<file path="src/rtl/memory_stage_ctrl_if.sv">
// Data-memory request/response bus between the memory-stage controller (master)
// and the data memory (slave).
interface memory_stage_ctrl_if #(
    parameter int DATA_W = 16
);
    logic              req;
    logic              we;
    logic [DATA_W-1:0] addr;
    logic [DATA_W-1:0] wdata;
    logic [DATA_W-1:0] rdata;
    logic              ack;

    modport master (output req, we, addr, wdata, input rdata, ack);
    modport slave  (input req, we, addr, wdata, output rdata, ack);
endinterface

</file>
<file path="src/rtl/memory_stage_ctrl.sv">
// Memory stage: EX/MEM and MEM/WB pipeline registers plus the load/store handshake FSM.
// Optional MEM_TIMEOUT_EN adds a watchdog that aborts an access after TIMEOUT_CYC wait cycles.
module memory_stage_ctrl #(
    parameter int DATA_W      = 16,
    parameter int RD_W        = 3,
    parameter int TIMEOUT_CYC = 64
) (
    input  logic              clk,
    input  logic              rst_n,
    input  logic              exValid_i,
    input  logic [DATA_W-1:0] exOut_i,
    input  logic [DATA_W-1:0] exMemAddr_i,
    input  logic [DATA_W-1:0] exStoreData_i,
    input  logic              exMemRd_i,
    input  logic              exMemWr_i,
    input  logic              exWbEn_i,
    input  logic [RD_W-1:0]   exRd_i,
    output logic              stall_o,
    memory_stage_ctrl_if.master dmem,
    output logic [DATA_W-1:0] exmemFwd_o,
    output logic [RD_W-1:0]   exmemRd_o,
    output logic              exmemWbEn_o,
    output logic              exmemIsLoad_o,
    output logic [DATA_W-1:0] memwbFwd_o,
    output logic              wbValid_o,
    output logic              wbEn_o,
    output logic [RD_W-1:0]   wbRd_o,
    output logic [DATA_W-1:0] wbData_o,
    output logic              memFault_o
);
    typedef enum logic {IDLE, WAIT} state_t;

    state_t            state_q;
    logic              emValid_q, emLoad_q, emStore_q, emWbEn_q;
    logic [DATA_W-1:0] emOut_q, emAddr_q, emData_q;
    logic [RD_W-1:0]   emRd_q;
    logic              gap_q;
    logic              wbValid_q, wbEn_q;
    logic [RD_W-1:0]   wbRd_q;
    logic [DATA_W-1:0] wbData_q;

    logic              wbValid_d, wbEn_d;
    logic [RD_W-1:0]   wbRd_d;
    logic [DATA_W-1:0] wbData_d;

    logic isStore, isLoad, memOp, nonMem, req, ackDone, timeoutHit, done;

    assign isStore = emStore_q;
    assign isLoad  = emLoad_q & ~emStore_q;
    assign memOp   = emValid_q & (isLoad | isStore);
    assign nonMem  = emValid_q & ~(isLoad | isStore);
    // gap_q forces one idle cycle after any completed access before the next request
    assign req     = memOp & ~gap_q;
    assign ackDone = req & dmem.ack;
    assign done    = ackDone | timeoutHit;
    assign stall_o = memOp & ~done;

    assign dmem.req   = req;
    assign dmem.we    = req & isStore;
    assign dmem.addr  = emAddr_q;
    assign dmem.wdata = emData_q;

    assign exmemFwd_o    = emOut_q;
    assign exmemRd_o     = emRd_q;
    assign exmemWbEn_o   = emValid_q & emWbEn_q;
    assign exmemIsLoad_o = emValid_q & isLoad;
    assign memwbFwd_o    = wbData_q;
    assign wbValid_o     = wbValid_q;
    assign wbEn_o        = wbValid_q & wbEn_q;
    assign wbRd_o        = wbRd_q;
    assign wbData_o      = wbData_q;

`ifdef MEM_TIMEOUT_EN
    localparam int CNT_W = $clog2(TIMEOUT_CYC + 1);
    logic [CNT_W-1:0] cnt_q;
    logic             fault_q;

    assign timeoutHit = req & ~dmem.ack & (state_q == WAIT) & (cnt_q == CNT_W'(TIMEOUT_CYC - 1));
    assign memFault_o = fault_q;

    always_ff @(posedge clk or negedge rst_n) begin
        if (!rst_n) begin
            cnt_q   <= '0;
            fault_q <= 1'b0;
        end else begin
            if (state_q == WAIT && req && !done) cnt_q <= cnt_q + CNT_W'(1);
            else                                  cnt_q <= '0;
            if (timeoutHit) fault_q <= 1'b1;
        end
    end
`else
    assign timeoutHit = 1'b0;
    assign memFault_o = 1'b0;
`endif

    always_ff @(posedge clk or negedge rst_n) begin
        if (!rst_n) begin
            state_q <= IDLE;
            gap_q   <= 1'b0;
        end else begin
            gap_q <= done;
            case (state_q)
                IDLE:    if (req && !done) state_q <= WAIT;
                WAIT:    if (done || !req) state_q <= IDLE;
                default: state_q <= IDLE;
            endcase
        end
    end

    // A timed-out load retires as a non-writing zero; a timed-out store simply vanishes
    always_comb begin
        wbValid_d = 1'b0;
        wbEn_d    = wbEn_q;
        wbRd_d    = wbRd_q;
        wbData_d  = wbData_q;
        if (nonMem) begin
            wbValid_d = 1'b1;
            wbEn_d    = emWbEn_q;
            wbRd_d    = emRd_q;
            wbData_d  = emOut_q;
        end else if (ackDone) begin
            wbValid_d = 1'b1;
            wbEn_d    = emWbEn_q & isLoad;
            wbRd_d    = emRd_q;
            wbData_d  = isLoad ? dmem.rdata : emOut_q;
        end else if (timeoutHit && isLoad) begin
            wbValid_d = 1'b1;
            wbEn_d    = 1'b0;
            wbRd_d    = emRd_q;
            wbData_d  = '0;
        end
    end

    always_ff @(posedge clk or negedge rst_n) begin
        if (!rst_n) begin
            emValid_q <= 1'b0;
            emLoad_q  <= 1'b0;
            emStore_q <= 1'b0;
            emWbEn_q  <= 1'b0;
            emOut_q   <= '0;
            emAddr_q  <= '0;
            emData_q  <= '0;
            emRd_q    <= '0;
            wbValid_q <= 1'b0;
            wbEn_q    <= 1'b0;
            wbRd_q    <= '0;
            wbData_q  <= '0;
        end else begin
            if (!stall_o) begin
                emValid_q <= exValid_i;
                emLoad_q  <= exMemRd_i;
                emStore_q <= exMemWr_i;
                emWbEn_q  <= exWbEn_i;
                emOut_q   <= exOut_i;
                emAddr_q  <= exMemAddr_i;
                emData_q  <= exStoreData_i;
                emRd_q    <= exRd_i;
            end
            wbValid_q <= wbValid_d;
            wbEn_q    <= wbEn_d;
            wbRd_q    <= wbRd_d;
            wbData_q  <= wbData_d;
        end
    end
endmodule

</file>
<file path="src/flat_wrapper.sv">
// flat-port wrapper written by rule: the top's interface ports become plain ports
module memory_stage_ctrl_flat 
#(
    parameter int DATA_W      = 16,
    parameter int RD_W        = 3,
    parameter int TIMEOUT_CYC = 64
)
  (clk, rst_n, exValid_i, exOut_i, exMemAddr_i, exStoreData_i, exMemRd_i, exMemWr_i, exWbEn_i, exRd_i, stall_o, exmemFwd_o, exmemRd_o, exmemWbEn_o, exmemIsLoad_o, memwbFwd_o, wbValid_o, wbEn_o, wbRd_o, wbData_o, memFault_o, dmem_req, dmem_we, dmem_addr, dmem_wdata, dmem_rdata, dmem_ack);
  memory_stage_ctrl_if #(.DATA_W(DATA_W)) dmem_i ();
  input  logic clk;
  input  logic rst_n;
  input  logic exValid_i;
  input  logic [DATA_W-1:0] exOut_i;
  input  logic [DATA_W-1:0] exMemAddr_i;
  input  logic [DATA_W-1:0] exStoreData_i;
  input  logic exMemRd_i;
  input  logic exMemWr_i;
  input  logic exWbEn_i;
  input  logic [RD_W-1:0] exRd_i;
  output logic stall_o;
  output logic [DATA_W-1:0] exmemFwd_o;
  output logic [RD_W-1:0] exmemRd_o;
  output logic exmemWbEn_o;
  output logic exmemIsLoad_o;
  output logic [DATA_W-1:0] memwbFwd_o;
  output logic wbValid_o;
  output logic wbEn_o;
  output logic [RD_W-1:0] wbRd_o;
  output logic [DATA_W-1:0] wbData_o;
  output logic memFault_o;
  output wire logic [$bits(dmem_i.req)-1:0] dmem_req;
  output wire logic [$bits(dmem_i.we)-1:0] dmem_we;
  output wire logic [$bits(dmem_i.addr)-1:0] dmem_addr;
  output wire logic [$bits(dmem_i.wdata)-1:0] dmem_wdata;
  input wire logic [$bits(dmem_i.rdata)-1:0] dmem_rdata;
  input wire logic [$bits(dmem_i.ack)-1:0] dmem_ack;
  assign dmem_req = dmem_i.req;
  assign dmem_we = dmem_i.we;
  assign dmem_addr = dmem_i.addr;
  assign dmem_wdata = dmem_i.wdata;
  assign dmem_i.rdata = dmem_rdata;
  assign dmem_i.ack = dmem_ack;
  memory_stage_ctrl #(.DATA_W(DATA_W), .RD_W(RD_W), .TIMEOUT_CYC(TIMEOUT_CYC)) u_core (.clk(clk), .rst_n(rst_n), .exValid_i(exValid_i), .exOut_i(exOut_i), .exMemAddr_i(exMemAddr_i), .exStoreData_i(exStoreData_i), .exMemRd_i(exMemRd_i), .exMemWr_i(exMemWr_i), .exWbEn_i(exWbEn_i), .exRd_i(exRd_i), .stall_o(stall_o), .dmem(dmem_i), .exmemFwd_o(exmemFwd_o), .exmemRd_o(exmemRd_o), .exmemWbEn_o(exmemWbEn_o), .exmemIsLoad_o(exmemIsLoad_o), .memwbFwd_o(memwbFwd_o), .wbValid_o(wbValid_o), .wbEn_o(wbEn_o), .wbRd_o(wbRd_o), .wbData_o(wbData_o), .memFault_o(memFault_o));
endmodule
</file>
<file path="config.mk">
export PLATFORM = sky130hd
export DESIGN_NAME = memory_stage_ctrl_flat
export DESIGN_NICKNAME = d
export VERILOG_FILES = /design/src/rtl/memory_stage_ctrl_if.sv /design/src/rtl/memory_stage_ctrl.sv /design/src/flat_wrapper.sv
export SDC_FILE = /design/constraint.sdc
export NUM_CORES = 1
export LEC_CHECK = 0
export CAP_MARGIN = 20
export CORE_MARGIN = 5
export CORE_UTILIZATION = 45
export CTS_BUF_LIST = sky130_fd_sc_hd__clkbuf_4 sky130_fd_sc_hd__clkbuf_8
export CTS_CLUSTER_DIAMETER = 60
export DETAILED_ROUTE_END_ITERATION = 7
export PLACE_DENSITY = 0.95
export SYNTH_ARGS = -nofsm -noshare
export SYNTH_HDL_FRONTEND = slang
export SYNTH_SLANG_ARGS = --single-unit
</file>
<file path="constraint.sdc">
create_clock -name clk -period 4.4 [get_ports clk]
set_clock_uncertainty 0.05 [all_clocks]
set_input_delay 1.1 -clock clk [delete_from_list [all_inputs] [get_ports clk]]
set_output_delay 1.1 -clock clk [all_outputs]
set_load 0.01 [all_outputs]
</file>
==> results of run 1 <==
final cells by class:
class	count	area, µm²
clock buffer	13	160
fill	498	2120
inverter	2	7.51
timing repair buffer	169	1700
clock inverter	2	10.0
multi-input combinational	107	1200
sequential	77	1930
tap	99	124
through the flow:
| stage | instance area (µm²) | setup WS, ns | total power, mW | util |
|---|---|---|---|---|
| 6_report | 5130 | 0.831 | 2.58 | 0.707 |
| 3_3_place_gp | 4930 | 0.856 | 2.08 | 0.680 |
| 2_1_floorplan | 3370 | 1.57 | 1.58 | - |
| 3_5_place_dp | 4930 | 0.836 | 2.13 | 0.680 |
| 5_1_grt | 5130 | 0.758 | 2.72 | 0.707 |
| 4_1_cts | 5100 | 0.821 | 2.62 | 0.704 |
per-layer routing:
metal | global-route usage | part of all wire | vias to the layer above
li1 | - | - | 1021
met1 | 0.206 | 0.38 | 1145
met2 | 0.337 | 0.53 | 97
met3 | 0.0573 | 0.088 | 7
met4 | 0.0561 | 0.0059 | 0
met5 | 0 | 0 | -
cells in the final DEF (no fill, tap or decap), types with 3 or more instances in the layout:
| cell type | n |
|---|---|
| clkbuf_4 | 3 |
| mux2_2 | 68 |
| dfrtp_1 | 77 |
| buf_4 | 3 |
| clkdlybuf4s50_1 | 165 |
| and2_1 | 4 |
| mux2_4 | 18 |
| clkbuf_8 | 10 |
worst max-delay path, cell delays in order:
cell	delay [ns]
clkdlybuf4s50_1	0.41
nand2b_1	0.21
nand3_4	0.09
inv_1	0.06
clkdlybuf4s50_1	0.53
power by group:
group,switching (mW),total [mW],internal [mW]
registers,0.126,1.01,0.884
clock network,0.240,0.475,0.235
logic,0.387,1.09,0.708
total,0.753,2.58,1.83
registers in the layout, summed over array words and instances (netlist names):
register	flops
u_core.dmem.wdata	16
u_core.memwbFwd_o	16
u_core.wbRd_o	3
u_core.wbValid_o	1
u_core.wbEn_q	1
u_core.dmem.addr	16
u_core.gap_q	1
u_core.emValid_q	1
u_core.emStore_q	1
u_core.emWbEn_q	1
u_core.exmemRd_o	3
u_core.emLoad_q	1
u_core.exmemFwd_o	16
cell families after synthesis:
logic type             share of synthesized area
muxes                                      0.314
other                                    0.00111
DFF                                        0.572
buffers and inverters                     0.0706
AOI/OAI and AO/OA                        0.00855
and+or+nand+nor                           0.0327
path summary, 6_finish.rpt:
check,startpoint,end,slack (ns),cells after the start
max in group asynchronous,rst_n,u_core.dmem.addr[11]$_DFFE_PN0N_,3.21,2
hold / removal,u_core.dmem.wdata[11]$_DFFE_PN0N_,u_core.dmem.wdata[11]$_DFFE_PN0N_,0.45,1
hold reg to reg,u_core.dmem.wdata[11]$_DFFE_PN0N_,u_core.dmem.wdata[11]$_DFFE_PN0N_,0.45,1
setup reg to reg,u_core.emLoad_q$_DFFE_PN0N_,u_core.exmemRd_o[2]$_DFFE_PN0N_,2.40,4
min in group asynchronous,rst_n,u_core.exmemFwd_o[14]$_DFFE_PN0N_,0.53,1
setup / recovery,dmem_ack,stall_o,0.83,5
==> results.toml, run 1 <==
[power]
p_leak_nw = 2.17
power_density_nw_per_um2 = 503
vdd_ir_drop_max_mv = 0.227

[clock_tree]
cts.path.max_buffers = 2
cts_buffers = 9
cts_setup_buffers = 0
ctsResizeCount = 0
cts_root_buf = "clkbuf_8"
hold_buffers = 0
clkLatencyLatePin_ns = 0.33
cts_tree = "done"
htree_levels = 3
cts.reportedPaths.clkPinSlew_ns = 0.07
cts.sinks = 77

[routing]
vias = 2270
drtAntennaViolNets = 0
drt_wl_total_mm = 8.45
vias_per_cell = 4.84
drc = 0
firstDrtPassIters = 5
drt_iter0_drc = 47
wl_per_cell_um = 18.0

[yosys]
netlist_instances = 212
syn_nets = 286
synthArstFlopShare = 1.00
synth_area_um2 = 3370
synth.top_cells.by_count = "dfrtp_1, mux2_2, buf_4"
synth_warnings = 0
syn_avg_cell_area_um2 = 15.9
synth.most_common_cell = "dfrtp_1"
ys_seq_area_frac = 0.572
ys_ff_latch = 77
synth_ff_type = "dfrtp_1"
synth_top_cell_by_area = "dfrtp_1"
synth.distinct_cells = 19
synth_edf_count = 0
synth_top_area_share = 0.572
synth_area_leaders = "dfrtp_1, mux2_2, mux2_4"

[floorplanning]
core_um2 = 7250
die_w_um = 96.5
dieArea_um2 = 9310
die_h_um = 96.5
initial_core_util = 0.464
io_pins = 168
rows = 31

[critical_path]
path_max_fanout = 4
cp.arrival_ns = 2.42
critPathCaptureType = "primary output"
required_ns = 3.25
startpoint_type = "input pin"
crit_type = "input pin to primary output"

[sta]
hold_slack_ns = 0.448
finalCritPeriodShare = 0.811
slew-limit-headroom = 0.527
tns_ns = 0
min_period_ns = 3.57
max_freq_mhz = 280
finalSetupViolCount = 0
rsz0062_at_grt = "no"
hold_violations = 0
tightest_slew_ns = 0.710
slew_violations = 0

[global_route]
overflow = 0
grt_pass1_vias = 2515
antenna_found_initial = 0
grt_pass1_wl_mm = 12.9
grt.total_usage = 0.185
grt_max_degree = 78

[place]
dp.cells = 453
gp_congestion = 0.729
dp_hpwl_mm = 6.33
portBuffers = 166

[cells_and_area]
final_cells = 469
diodes = 0
post_route_cells_drive_above_1_share = 0.300
area_growth_pct = 52.5
fin_nets = 440

[job]
drv_cap = 0

[hold_path]
hold_class = "register to register"

[outcome]
status = "finished clean"
(Power assumes the default switching activity.)
==> run 2, diff against run 1 <==
--- a/config.mk
+++ b/config.mk
@@ -7,11 +7,11 @@
 export LEC_CHECK = 0
 export CAP_MARGIN = 20
 export CORE_MARGIN = 5
-export CORE_UTILIZATION = 45
+export CORE_UTILIZATION = 37
 export CTS_BUF_LIST = sky130_fd_sc_hd__clkbuf_4 sky130_fd_sc_hd__clkbuf_8
 export CTS_CLUSTER_DIAMETER = 60
 export DETAILED_ROUTE_END_ITERATION = 7
-export PLACE_DENSITY = 0.95
+export PLACE_DENSITY = 0.86
 export SYNTH_ARGS = -nofsm -noshare
 export SYNTH_HDL_FRONTEND = slang
 export SYNTH_SLANG_ARGS = --single-unit
==> constraint.sdc (replaced) <==
create_clock -name clk -period 3 [get_ports clk]
set_clock_uncertainty 0.05 [all_clocks]
set_input_delay 0.75 -clock clk [delete_from_list [all_inputs] [get_ports clk]]
set_output_delay 0.75 -clock clk [all_outputs]
set_load 0.01 [all_outputs]
==> run 2 against run 1 <==
Compared with the run above: design area up 0.71%; global-route usage down 4.2 points; worst hold slack worse by 0.12 ns; combinational power up 46%; clock-buffer cell count down 3; clock power up 62%; critical path depth down 1; first-iteration DRC count down 60%; sequential share of layout area down 0.26 points; final cell count up 2.3%; worst setup slack worse by 0.66 ns; critical endpoint is now dmem_we.
==> results.toml, run 2 (synthesis results as in run 1) <==
[outcome]
status = "finished clean"

[cells_and_area]
area_growth_pct = 53.5
fin_nets = 441
final_cells = 480
diodes = 0
fill_cells = 743
final_common_cell = "clkdlybuf4s50_1"
final_cell_mix = "clkdlybuf4s50_1, dfrtp_1, mux2_2"
post_route_cells_drive_above_1_share = 0.304
finalCoreUtilization = 0.587

[clock_tree]
htree_levels = 3
clkLatencyLatePin_ns = 0.33
hold_buffers = 0
cts.sinks = 77
cts.path.max_buffers = 2
cts_buffers = 9
cts_tree = "done"
cts_root_buf = "clkbuf_8"
cts.reportedPaths.clkPinSlew_ns = 0.08
ctsResizeCount = 0
cts_setup_buffers = 0

[power]
power_density_nw_per_um2 = 742
power_frac_comb = 0.415
seq_power_share = 0.385
p_leak_nw = 2.18
p_switching_mw = 1.11
switching_share = 0.288
intPower_mw = 2.73
vdd_ir_drop_max_mv = 0.324
pwr-share-clk = 0.200

[routing]
drt_iter0_drc = 19
vias_per_cell = 4.73
vias = 2270
drc = 0
firstDrtPassIters = 4
drtAntennaViolNets = 0
drt_wl_total_mm = 8.05
wl_per_cell_um = 16.8

[critical_path]
cp.arrival_ns = 2.03
path_max_fanout = 6
startpoint_type = "register"
r2r_cells = 4
crit_type = "register to primary output"
required_ns = 2.20
critPathCaptureType = "primary output"

[sta]
slew-limit-headroom = 0.530
slew_violations = 0
finalCritPeriodShare = 0.943
tightest_slew_ns = 0.706
hold_violations = 0
rsz0062_at_grt = "no"
setup_ws_ns = 0.172
min_period_ns = 2.83
finalSetupViolCount = 0
max_freq_mhz = 354
tns_ns = 0

[global_route]
antenna_found_initial = 0
grt.total_usage = 0.143
grt_max_degree = 78
grt_pass1_vias = 2452
overflow = 0
grt_pass1_wl_mm = 12.8

[hold_path]
hold_class = "input pin to async pin"

[floorplanning]
die_w_um = 105
die_h_um = 105
initial_core_util = 0.382
io_pins = 168
dieArea_um2 = 11100
rows = 34
core_um2 = 8810

[place]
gp_congestion = 0.771
pre_cts_ws_ns = 0.190
dp_hpwl_mm = 5.95
portBuffers = 166
dp.cells = 463

[job]
drv_cap = 0
-- run 2: cell count changes in the layout (fill, tap and decap cells not counted), sizes merged --
cell / delta
clkbuf: -3
clkinvlp: +2
buf: +1
bufinv: +1
clkinv: +1
-- run 2: power by group through the flow --
| stage | clock network [mW] | logic (mW) | registers [mW] |
|---|---|---|---|
| 4_1_cts | 0.802 | 1.61 | 1.48 |
| 2_1_floorplan | 0 | 0.735 | 1.59 |
| 3_5_place_dp | 0 | 1.61 | 1.50 |
| 3_3_place_gp | 0 | 1.58 | 1.48 |
| 6_report | 0.768 | 1.59 | 1.48 |
| 5_1_grt | 0.840 | 1.67 | 1.52 |
-- run 2: metrics by stage --
stage | total power, mW | cell area [µm²] | hold WS (ns)
floorplan | 2.32 | 3370 | 0.404
global placement | 3.07 | 4950 | 0.424
detailed placement | 3.11 | 4950 | 0.442
CTS | 3.90 | 5150 | 0.459
global route | 4.03 | 5170 | 0.359
finish | 3.83 | 5170 | 0.323
-- run 2: critical path: stages (launching register included) --
cell and delay, ns:
dfrtp_1 0.48, inv_1 0.12, nor3b_1 0.37, and2_1 0.18, clkdlybuf4s50_1 0.54
-- run 2: layer usage --
layer  vias to the layer above  global-route usage  part of all wire
li1                       1028                   -                 -
met1                      1116               0.164              0.39
met2                       113               0.236              0.49
met3                        13              0.0587              0.10
met4                         0              0.0609             0.018
met5                         -                   0                 0
-- run 2: layout make-up --
type	count	area [µm²]	share of cell area
Clock buffer	10	131	0.0254
Clock inverter	6	63.8	0.0123
Inverter	2	7.51	0.00145
Multi-Input combinational cell	107	1200	0.232
Sequential cell	77	1930	0.373
Tap cell	108	135	0.0262
Timing Repair Buffer	170	1700	0.329
-- run 2: worst paths after layout --
check | end | slack [ns] | from
setup / recovery | dmem_we | 0.17 | u_core.emValid_q$_DFFE_PN0N_
hold / removal | u_core.memwbFwd_o[6]$_DFFE_PN0P_ | 0.32 | rst_n
setup reg to reg | u_core.exmemFwd_o[1]$_DFFE_PN0N_ | 1.01 | u_core.emLoad_q$_DFFE_PN0N_
hold reg to reg | u_core.dmem.wdata[11]$_DFFE_PN0N_ | 0.45 | u_core.dmem.wdata[11]$_DFFE_PN0N_
max in group asynchronous | u_core.dmem.wdata[15]$_DFFE_PN0N_ | 1.99 | rst_n
min in group clk | u_core.dmem.wdata[11]$_DFFE_PN0N_ | 0.45 | u_core.dmem.wdata[11]$_DFFE_PN0N_
==> run 3, diff against run 2 <==
--- a/config.mk
+++ b/config.mk
@@ -7,11 +7,11 @@
 export LEC_CHECK = 0
 export CAP_MARGIN = 20
 export CORE_MARGIN = 5
-export CORE_UTILIZATION = 37
-export CTS_BUF_LIST = sky130_fd_sc_hd__clkbuf_4 sky130_fd_sc_hd__clkbuf_8
+export CORE_UTILIZATION = 36
+export CTS_BUF_LIST = sky130_fd_sc_hd__clkbuf_16
 export CTS_CLUSTER_DIAMETER = 60
 export DETAILED_ROUTE_END_ITERATION = 7
-export PLACE_DENSITY = 0.86
+export PLACE_DENSITY = 0.84
 export SYNTH_ARGS = -nofsm -noshare
 export SYNTH_HDL_FRONTEND = slang
 export SYNTH_SLANG_ARGS = --single-unit
==> run 3 against run 2 <==
Compared with the run above: worst setup slack improved by 0.0021 ns; maximum frequency hardly changed; critical path type is now input pin to primary output; non-clock buffer count did not move.
==> results.toml, run 3 (synthesis results as in run 1) <==
[cells_and_area]
area_growth_pct = 57.2
fin_nets = 441
post_route_cells_drive_above_1_share = 0.293
fill_cells = 754
final_common_cell = "clkdlybuf4s50_1"
diodes = 0
final_cell_mix = "clkdlybuf4s50_1, dfrtp_1, mux2_2"
final_area_um2 = 5290

[critical_path]
ff2ff_setup_slack_ns = 1.03
critPathCaptureType = "primary output"
cp.arrival_ns = 2.03
path_max_fanout = 2
required_ns = 2.20
crit_type = "input pin to primary output"
startpoint_type = "input pin"

[floorplanning]
io_pins = 168
dieArea_um2 = 11400
initial_core_util = 0.366
die_w_um = 107
rows = 35
core_um2 = 9200
die_h_um = 107

[clock_tree]
clkLatencyLatePin_ns = 0.32
hold_buffers = 0
htree_levels = 3
cts.reportedPaths.clkPinSlew_ns = 0.06
cts.path.max_buffers = 2
ctsResizeCount = 0
cts.sinks = 77
cts_tree = "done"
cts_setup_buffers = 0
cts_buffers = 9
cts_root_buf = "clkbuf_16"

[power]
p_leak_nw = 2.24
power_density_nw_per_um2 = 790
vdd_ir_drop_max_mv = 0.260

[outcome]
status = "finished clean"

[place]
gp_congestion = 0.681
dp_hpwl_mm = 5.79
place_area_um2 = 4960
portBuffers = 166

[sta]
slew-limit-headroom = 0.541
max_freq_mhz = 354
rsz0062_at_grt = "no"
hold_violations = 0
slew_violations = 0
min_period_ns = 2.83
finalSetupViolCount = 0
finalCritPeriodShare = 0.942
tightest_slew_ns = 0.689
tns_ns = 0

[global_route]
grt_max_degree = 78
grt.total_usage = 0.145
grt_pass1_vias = 2539
antenna_found_initial = 0
grt_pass1_wl_mm = 13.0
overflow = 0

[job]
drv_cap = 0

[routing]
drt_iter0_drc = 62
drc = 0
vias = 2225
drt_wl_total_mm = 7.93
wl_per_cell_um = 16.4
firstDrtPassIters = 4
drtAntennaViolNets = 0
vias_per_cell = 4.61

[hold_path]
hold_class = "input pin to async pin"
==> run 3: cell count changes in the layout (fill, tap and decap cells not counted), sizes merged <==
cell	change
clkinv	-1
clkinvlp	-1
clkbuf	-1
inv	+2
bufinv	+1
==> run 3: path summary, 6_finish.rpt <==
| check | cells past startpoint | start | end |
|---|---|---|---|
| worst max-delay path | 5 | dmem_ack | stall_o |
| worst min-delay path | 1 | rst_n | u_core.memwbFwd_o[13]$_DFFE_PN0P_ |
| worst max register to register | 4 | u_core.emLoad_q$_DFFE_PN0N_ | u_core.dmem.wdata[15]$_DFFE_PN0N_ |
| worst min register to register | 1 | u_core.dmem.wdata[7]$_DFFE_PN0N_ | u_core.dmem.wdata[7]$_DFFE_PN0N_ |
| max in group asynchronous | 2 | rst_n | u_core.dmem.addr[1]$_DFFE_PN0N_ |
| min in group clk | 1 | u_core.dmem.wdata[7]$_DFFE_PN0N_ | u_core.dmem.wdata[7]$_DFFE_PN0N_ |
==> run 3: cell type report <==
type,instances,area (µm²),share of cell area
sequential,77,1930,0.364
timing repair buffer,170,1710,0.323
multi-input combinational,107,1200,0.227
clock buffer,9,225,0.0426
tap,111,139,0.0262
clock inverter,7,82.6,0.0156
inverter,2,7.51,0.00142
==> run 3: layer usage <==
layer  global-route usage  part of all wire
met5                    0                 0
met4               0.0356            0.0062
met3               0.0728              0.10
met2                0.241              0.50
met1                0.166              0.39
==> run 3: report_power, final <==
group          switching (mW)  internal, mW
Combinational           0.549          1.04
Sequential              0.174          1.30
Clock                   0.399         0.716
==> run 3: metrics by stage <==
step                      cells  hold slack (ns)  worst slack [ns]   util  power [mW]
after floorplan             212            0.404             0.866      -        2.32
after global placement      466            0.426             0.215  0.539        3.07
after detailed placement    466            0.438             0.177  0.539        3.10
after CTS                   482            0.452             0.163  0.572        4.24
after global routing        483            0.153            0.0788  0.575        4.41
final                       483            0.171             0.174  0.575        4.18
==> run 3: worst max-delay path, stage by stage <==
cell             delay (ns)
clkdlybuf4s50_1        0.43
nand2b_1               0.17
nand3_4                0.09
inv_1                  0.06
clkdlybuf4s50_1        0.53
